$ cat src/rtl/pipeline_hazard_ctrl.sv
// pipeline_hazard_ctrl
//   Sequencing controller for the PC, F/D and D/X pipeline latches of the
//   5-stage core. It decodes the F/D and D/X instructions and produces latch
//   write enables and NOP-injection controls for three cases: load-use
//   stalls, taken-branch flushes and multi-cycle mult/div freezes. It also
//   drives the multdiv start handshake and keeps a saturating stall counter.
//
// Parameters
//   CNT_W       width of stall_cycles
//   MD_TIMEOUT  max cycles spent in MD_WAIT before a forced release (>= 2)
//
// Ports
//   clk           core clock, all state on rising edge
//   reset_n       synchronous active-low reset
//   fd_ir, dx_ir  instructions held in the F/D and D/X latches
//   branch_taken  X stage resolved dx_ir as a taken branch/jump
//   md_ready      multdiv result valid (single-cycle pulse)
//   pc_we, fd_we, dx_we           latch write enables
//   fd_flush, dx_flush, xm_flush  load NOP/bubble into F/D, D/X, X/M
//   md_start, md_is_div           multdiv start pulse and its op select
//   md_busy       waiting on multdiv
//   md_timeout    sticky flag, set on a forced release
//   stall_cycles  saturating count of cycles with pc_we=0
module pipeline_hazard_ctrl #(
  parameter int CNT_W      = 16,
  parameter int MD_TIMEOUT = 64
) (
  input  logic             clk,
  input  logic             reset_n,
  input  logic [31:0]      fd_ir,
  input  logic [31:0]      dx_ir,
  input  logic             branch_taken,
  input  logic             md_ready,
  output logic             pc_we,
  output logic             fd_we,
  output logic             dx_we,
  output logic             fd_flush,
  output logic             dx_flush,
  output logic             xm_flush,
  output logic             md_start,
  output logic             md_is_div,
  output logic             md_busy,
  output logic             md_timeout,
  output logic [CNT_W-1:0] stall_cycles
);

  localparam int TW = (MD_TIMEOUT > 2) ? $clog2(MD_TIMEOUT) : 1;
  localparam logic [TW-1:0] MdLast = TW'(MD_TIMEOUT - 1);

  localparam logic [4:0] OpRtype = 5'b00000;
  localparam logic [4:0] OpBne   = 5'b00010;
  localparam logic [4:0] OpJr    = 5'b00100;
  localparam logic [4:0] OpAddi  = 5'b00101;
  localparam logic [4:0] OpBlt   = 5'b00110;
  localparam logic [4:0] OpSw    = 5'b00111;
  localparam logic [4:0] OpLw    = 5'b01000;
  localparam logic [4:0] AluMult = 5'b00110;
  localparam logic [4:0] AluDiv  = 5'b00111;

  typedef enum logic {RUN, MD_WAIT} state_t;

  state_t        state, stateNext;
  logic [TW-1:0] mdCnt, mdCntNext;
  logic          timeoutSet;

  // Decode
  logic [4:0] fdOp, fdRd, fdRs, fdRt;
  logic [4:0] dxOp, dxRd, dxAlu;
  logic       dxMult, dxDiv, dxLw, fdReadsDxRd, loadUse;

  assign fdOp  = fd_ir[31:27];
  assign fdRd  = fd_ir[26:22];
  assign fdRs  = fd_ir[21:17];
  assign fdRt  = fd_ir[16:12];
  assign dxOp  = dx_ir[31:27];
  assign dxRd  = dx_ir[26:22];
  assign dxAlu = dx_ir[6:2];

  assign dxMult = (dxOp == OpRtype) && (dxAlu == AluMult);
  assign dxDiv  = (dxOp == OpRtype) && (dxAlu == AluDiv);
  assign dxLw   = (dxOp == OpLw);

  logic unusedIrBits;
  assign unusedIrBits = ^{fd_ir[11:0], dx_ir[21:7], dx_ir[1:0]};

  always_comb begin
    fdReadsDxRd = 1'b0;
    case (fdOp)
      OpRtype:      fdReadsDxRd = (fdRs == dxRd) || (fdRt == dxRd);
      OpAddi, OpLw: fdReadsDxRd = (fdRs == dxRd);
      OpSw, OpBne, OpBlt:
                    fdReadsDxRd = (fdRd == dxRd) || (fdRs == dxRd);
      OpJr:         fdReadsDxRd = (fdRd == dxRd);
      default:      fdReadsDxRd = 1'b0;
    endcase
  end

  // r0 is hardwired, so a load into it never creates a dependency
  assign loadUse = dxLw && (dxRd != 5'd0) && fdReadsDxRd;

  always_comb begin
    pc_we      = 1'b0;
    fd_we      = 1'b0;
    dx_we      = 1'b0;
    fd_flush   = 1'b0;
    dx_flush   = 1'b0;
    xm_flush   = 1'b0;
    md_start   = 1'b0;
    md_is_div  = 1'b0;
    stateNext  = state;
    mdCntNext  = mdCnt;
    timeoutSet = 1'b0;
    if (reset_n) begin
      case (state)
        RUN: begin
          pc_we = 1'b1;
          fd_we = 1'b1;
          dx_we = 1'b1;
          if (branch_taken) begin
            fd_flush = 1'b1;
            dx_flush = 1'b1;
          end else if (dxMult || dxDiv) begin
            md_start  = 1'b1;
            md_is_div = dxDiv;
            pc_we     = 1'b0;
            fd_we     = 1'b0;
            dx_we     = 1'b0;
            xm_flush  = 1'b1;
            stateNext = MD_WAIT;
            mdCntNext = '0;
          end else if (loadUse) begin
            pc_we    = 1'b0;
            fd_we    = 1'b0;
            dx_flush = 1'b1;
          end
        end
        MD_WAIT: begin
          if (md_ready || (mdCnt == MdLast)) begin
            pc_we      = 1'b1;
            fd_we      = 1'b1;
            dx_we      = 1'b1;
            stateNext  = RUN;
            timeoutSet = !md_ready;
          end else begin
            xm_flush  = 1'b1;
            mdCntNext = mdCnt + 1'b1;
          end
        end
        default: stateNext = RUN;
      endcase
    end
  end

  assign md_busy = (state == MD_WAIT);

  always_ff @(posedge clk) begin
    if (!reset_n) begin
      state        <= RUN;
      mdCnt        <= '0;
      md_timeout   <= 1'b0;
      stall_cycles <= '0;
    end else begin
      state <= stateNext;
      mdCnt <= mdCntNext;
      if (timeoutSet) md_timeout <= 1'b1;
      if (!pc_we && (stall_cycles != '1)) stall_cycles <= stall_cycles + 1'b1;
    end
  end

endmodule

$ cat config.mk
export PLATFORM = sky130hd
export DESIGN_NAME = pipeline_hazard_ctrl
export DESIGN_NICKNAME = d
export VERILOG_FILES = /design/src/rtl/pipeline_hazard_ctrl.sv
export SDC_FILE = /design/constraint.sdc
export NUM_CORES = 1
export LEC_CHECK = 0
export BUFFER_PORTS_ARGS = -buffer_cell sky130_fd_sc_hd__clkbuf_2
export CORE_ASPECT_RATIO = 1.25
export CORE_MARGIN = 3
export CORE_UTILIZATION = 46
export DETAILED_ROUTE_END_ITERATION = 8
export PLACE_DENSITY_LB_ADDON = 0.05
export SYNTH_ARGS = -nofsm -noshare
export SYNTH_HDL_FRONTEND = slang
export SYNTH_SLANG_ARGS = --single-unit
$ cat constraint.sdc
create_clock -name clk -period 7.4 [get_ports clk]
set_clock_uncertainty 0.1 [all_clocks]
set_input_delay 1.11 -clock clk [delete_from_list [all_inputs] [get_ports clk]]
set_output_delay 1.11 -clock clk [all_outputs]
set_load 0.1 [all_outputs]
==> results of run 1 <==
-- power breakdown --
part / switching (mW) / internal [mW]
registers: 0.00131 / 0.130
logic: 0.0365 / 0.0165
clock network: 0.0424 / 0.0548
-- flip-flops by register name, indices dropped and copies added (netlist names) --
signal / count
stall_cycles: 16
mdCnt: 6
md_busy: 1
md_timeout: 1
-- cells in the mapped netlist (all sizes together) (5+ instances only) --
| cell | n | area (um^2) |
|---|---|---|
| a21oi | 9 | 45.0 |
| inv | 6 | 22.5 |
| dfxtp | 24 | 480 |
| o31ai | 5 | 37.5 |
| o21ai | 9 | 56.3 |
| xor2 | 16 | 140 |
| nor2 | 15 | 56.3 |
| nor3 | 7 | 35.0 |
| nor4 | 6 | 37.5 |
| nand2 | 14 | 52.6 |
| or4 | 6 | 52.6 |
| or3 | 5 | 31.3 |
| nand3 | 16 | 92.6 |
-- worst max-delay path by stage --
stage / start / end / slack (ns)
2_1_floorplan: dx_ir[31] / md_is_div / 1.51
3_3_place_gp: dx_ir[31] / md_is_div / 2.87
3_5_place_dp: dx_ir[31] / md_is_div / 2.85
4_1_cts: dx_ir[31] / md_is_div / 2.85
5_1_grt: dx_ir[31] / md_is_div / 2.80
6_report: dx_ir[31] / md_is_div / 2.87
-- area by class of cell --
cell class,count,area share
Clock buffer,3,0.0120
Tap cell,36,0.0240
Sequential cell,24,0.256
Timing Repair Buffer,64,0.171
Inverter,7,0.0140
Clock inverter,1,0.0160
Multi-Input combinational cell,146,0.507
-- cell usage in the layout, fill, tap and decap left out, drive strengths merged, types with 4 or more instances in the layout --
cell,count
inv,6
nor2,15
nand2,14
o21ai,9
dfxtp,24
o31ai,5
a21oi,9
or3,5
or4,6
nand3,16
nor3,7
clkbuf,67
nand2b,4
nor4,6
xor2,16
-- cells by family (layout without fill, tap and decap cells) --
| family | count (synthesis) | count (layout) | synth area share |
|---|---|---|---|
| AND/OR/NAND/NOR | 84 | 84 | 0.310 |
| AO/OA/AOI/OAI | 40 | 40 | 0.196 |
| flip-flops | 24 | 24 | 0.325 |
| XOR/XNOR | 19 | 19 | 0.113 |
| buffers and inverters | 12 | 75 | 0.0330 |
| adder cells (fa/ha/maj) | 2 | 2 | 0.0169 |
| multiplexers | 1 | 1 | 0.00677 |
-- worst register-to-register path: cells and delay by family (launching register included) --
family | cells | cell delay, ns
simple gates | 3 | 1.32
compound gates | 3 | 0.57
flops | 1 | 0.37
-- routing by layer --
layer / vias to the layer above / track usage / share of wire
met1: 682 / 0.201 / 0.42
met5: - / 0 / 0
met4: 0 / 0.0633 / 0.011
li1: 798 / - / -
met2: 47 / 0.319 / 0.50
met3: 4 / 0.0261 / 0.070
==> flow_metrics.tcl, run 1 <==
set metrics [dict create \
    cp_slowest_cell "or4_4" \
    r2r_end "stall_cycles[9]" \
    ff2ff_setup_slack_ns 4.97 \
    dieHeight_um 69.4 \
    worstSkewPairLatency_ns 0.32 \
    io_pins 94 \
    wire_per_inst_um 12.1 \
    report.final.hold_viol_count 0 \
    htree_levels 1 \
    final_area_um2 1870 \
    pre_cts_slack_ns 2.85 \
    fin_nets 316 \
    cts_buffers 3 \
    seqCellArea_um2 480 \
    hp-start "md_timeout" \
    die_area_um2 3940 \
    gp_congestion 0.795 \
    vias 1531 \
    required_ns 6.19 \
    rsz0062_at_grt "false" \
    overflow 0 \
    cts_hold_buf 0 \
    syn_inst 182 \
    antenna-diode-count 0 \
    cts_resized 0 \
    placement.io_buffers 64 \
    grt_pass1_wl_um 5700 \
    first_pass_iters 4 \
    antenna_found_initial 0 \
    setup_ws_ns 2.87 \
    cellLeakagePower_nw 0.787 \
    cts_setup_buffers 0 \
    status "finished clean" \
    synthDistinctLibCells 42 \
    hold_slack_ns 0.405 \
    fill_cells 301 \
    async_flop_share 0 \
    grt_pass1_vias 1378 \
    setup-tns-final_ns 0 \
    cp_top_family "simple AND/OR/NAND/NOR gates" \
    crit_fanout 5 \
    fp.coreArea_um2 3000 \
    period_share 0.613 \
    end_kind "output port" \
    fmax_mhz 221 \
    report.final.slew_viol_count 0 \
    place_inst 277 \
    worst-path-stages 7 \
    clk_pin_slew_ns 0.14 \
    drt_iter0_markers 25 \
    synth_area_um2 1480 \
    grt_max_degree 19 \
    r2r-start "md_busy" \
    ir_drop_uv 110 \
    dpl.hpwl_um 2780 \
    hold_end "md_timeout" \
    layout-drive-gt1-share 0.302 \
    clock-sinks 24 \
    max_stage_delay_ns 0.54 \
    critical_path_buf_inv_count 2 \
    power.total_mw 0.282 \
    via_per_inst 5.45 \
    hold_depth 2 \
    wirelength_um 3390 \
    track_usage 0.175 \
    row_count 22 \
    clock_path_buffers 2 \
    syn_avg_cell_area_um2 8.13 \
    ys_ff_latch 24 \
    yosys_most_used_dff "dfxtp_1" \
    start_util 0.493 \
    synth_seq_area_share 0.325 \
    cts_tree "built" \
    cap_violations 0 \
    area_delta_synth_final_pct 26.7 \
    syn_nets 252 \
    drcViolationCount 0 \
    period_needed_ns 4.53 \
    placed_cell_area_um2 1820 \
    synth-warning-count 0 \
    hold_class "reg -> reg" \
    startpoint_type "input port" \
    path_class "in -> out" \
    die_x_um 56.7 \
    path_cells "clkbuf_2 -> or4_4 -> or3_1 -> or4_4 -> nor2_1 -> and2_1 -> clkbuf_2" \
    cts-root-buf "clkbuf_4" \
    powerDensity_nw_per_um2 150 \
    synth-edff-count 0 \
    crit_arrival_ns 3.32 \
    stdcell_count 281 \
    finalSetupViolCount 0 \
    reg2reg_depth 6 \
    antenna_left 0 \
    multi_input_area_um2 950 \
    maxSlewHeadroom 0.632 \
    tightest_slew_ns 0.555 \
    utilization 0.625 \
]
Note: power is estimated with default switching activity, not from simulation.
==> run 2, diff against run 1 <==
- CORE_UTILIZATION: 46 -> 42
- clock period: 7.4 -> 4.4 ns (I/O delays scaled with it)
==> run 2 against run 1 <==
Effect of this change:
- first-iteration DRC count grew to 2.7 times the previous value
- sequential power increased by 67%
- register-to-register slack got worse by 3.0 ns
- total power rose by 80%
- die area is 8.6% higher
- non-clock buffer count stayed put
- sequential share of layout area decreased by 0.32 points
- critical endpoint unchanged
- largest power group unchanged
- highest routed layer unchanged
==> flow_metrics.tcl, run 2 (same netlist as run 1, synthesis figures left out) <==
set metrics [dict create \
    largest_reg_flops 16 \
    crit_fanout 5 \
    cellLeakagePower_nw 0.796 \
    period_share 0.820 \
    placement.io_buffers 64 \
    maxSlewHeadroom 0.635 \
    reg_top3 "stall_cycles (16), mdCnt (6)" \
    first_pass_iters 4 \
    powerDensity_nw_per_um2 267 \
    switching_share 0.273 \
    hold_class "reg -> reg" \
    pwr-share-comb 0.177 \
    startpoint_type "input port" \
    end_kind "output port" \
    area_delta_synth_final_pct 28.3 \
    cts_resized 0 \
    startpoint "dx_ir[31]" \
    fp.coreArea_um2 3280 \
    regMostFlops "stall_cycles" \
    utilization 0.579 \
    antenna_found_initial 0 \
    layout-drive-gt1-share 0.310 \
    cts_setup_buffers 0 \
    hold_slack_ns 0.383 \
    crit_arrival_ns 2.85 \
    mostFrequentLayoutCells "clkbuf_2, dfxtp_1, xor2_1" \
    power.total_mw 0.506 \
    fmax_mhz 277 \
    wirelength_um 3580 \
    via_per_inst 5.43 \
    antenna-diode-count 0 \
    hp-start "md_timeout" \
    htree_levels 1 \
    gp_congestion 0.702 \
    fin_nets 316 \
    cts_buffers 3 \
    dieHeight_um 72.3 \
    setup-tns-final_ns 0 \
    drcViolationCount 0 \
    period_needed_ns 3.61 \
    wire_per_inst_um 12.7 \
    final_area_um2 1900 \
    pwr-share-clk 0.386 \
    start_util 0.451 \
    cap_violations 0 \
    finalSetupViolCount 0 \
    worstSkewPairLatency_ns 0.27 \
    report.final.hold_viol_count 0 \
    report.final.slew_viol_count 0 \
    tightest_slew_ns 0.550 \
    die_area_um2 4270 \
    placed_cell_area_um2 1830 \
    drt_iter0_markers 68 \
    io_pins 94 \
    cts-root-buf "clkbuf_8" \
    r2r-start "md_busy" \
    layout_commonest_cell "clkbuf_2" \
    status "finished clean" \
    ir_drop_uv 233 \
    vias 1530 \
    overflow 0 \
    cts_hold_buf 0 \
    grt_pass1_wl_um 5820 \
    p_switching_mw 0.138 \
    grt_pass1_vias 1376 \
    clock-sinks 24 \
    clock_path_buffers 2 \
    rsz0062_at_grt "false" \
    grt_max_degree 19 \
    dpl.hpwl_um 2860 \
    row_count 23 \
    cts_tree "built" \
    path_class "in -> out" \
    die_x_um 59.1 \
    power.internal_mw 0.368 \
    track_usage 0.168 \
    p_seq_frac 0.437 \
    required_ns 3.64 \
    clk_pin_slew_ns 0.10 \
    antenna_left 0 \
]
==> run 2: cell count changes in the layout (fill, tap and decap cells not counted) <==
| cell | before | now |
|---|---|---|
| nor2_2 | 0 | 1 |
| clkbuf_8 | 0 | 3 |
| and2_2 | 0 | 1 |
| clkbuf_4 | 3 | 0 |
| nor2_1 | 15 | 14 |
| and2_1 | 1 | 0 |
==> run 2: final timing paths <==
kind	end	slack (ns)	depth (start not counted)
worst max-delay path	md_is_div	0.79	7
worst max register to register	stall_cycles[9]	1.99	6
worst min-delay path	md_timeout	0.38	2
worst min register to register	md_timeout	0.38	2
==> run 2: area by class of cell <==
class | instances | area [um^2]
clock inverters | 1 | 30.0
repair buffers | 64 | 320
flip-flops and latches | 24 | 480
inverters | 7 | 26.3
clock buffers | 3 | 41.3
well taps | 37 | 46.3
multi-input cells | 146 | 953
fillers | 340 | 1380
==> run 2: power groups by stage <==
stage / Clock [mW] / Combinational, mW / Sequential [mW]
5_1_grt: 0.205 / 0.0973 / 0.222
4_1_cts: 0.197 / 0.0906 / 0.221
3_5_place_dp: 0 / 0.0904 / 0.226
6_report: 0.195 / 0.0898 / 0.221
2_1_floorplan: 0 / 0.0459 / 0.240
3_3_place_gp: 0 / 0.0898 / 0.226
==> run 2: per-stage QoR <==
step	std cells	setup WS [ns]
6_report	282	0.794
5_1_grt	282	0.694
4_1_cts	282	0.781
3_5_place_dp	278	0.784
3_3_place_gp	278	0.769
2_1_floorplan	182	0.0723
==> run 2: worst max-delay path: stages <==
cell	delay, ns
clkbuf_2	0.08
or4_4	0.52
or3_1	0.33
or4_4	0.54
nor2_2	0.11
and2_2	0.15
clkbuf_2	0.45
==> run 2: routing by layer <==
metal,vias up,GRT usage,part of all wire
met2,46,0.297,0.51
met5,-,0,0
met1,686,0.202,0.42
li1,796,-,-
met4,0,0.0378,0.0056
met3,2,0.0409,0.072
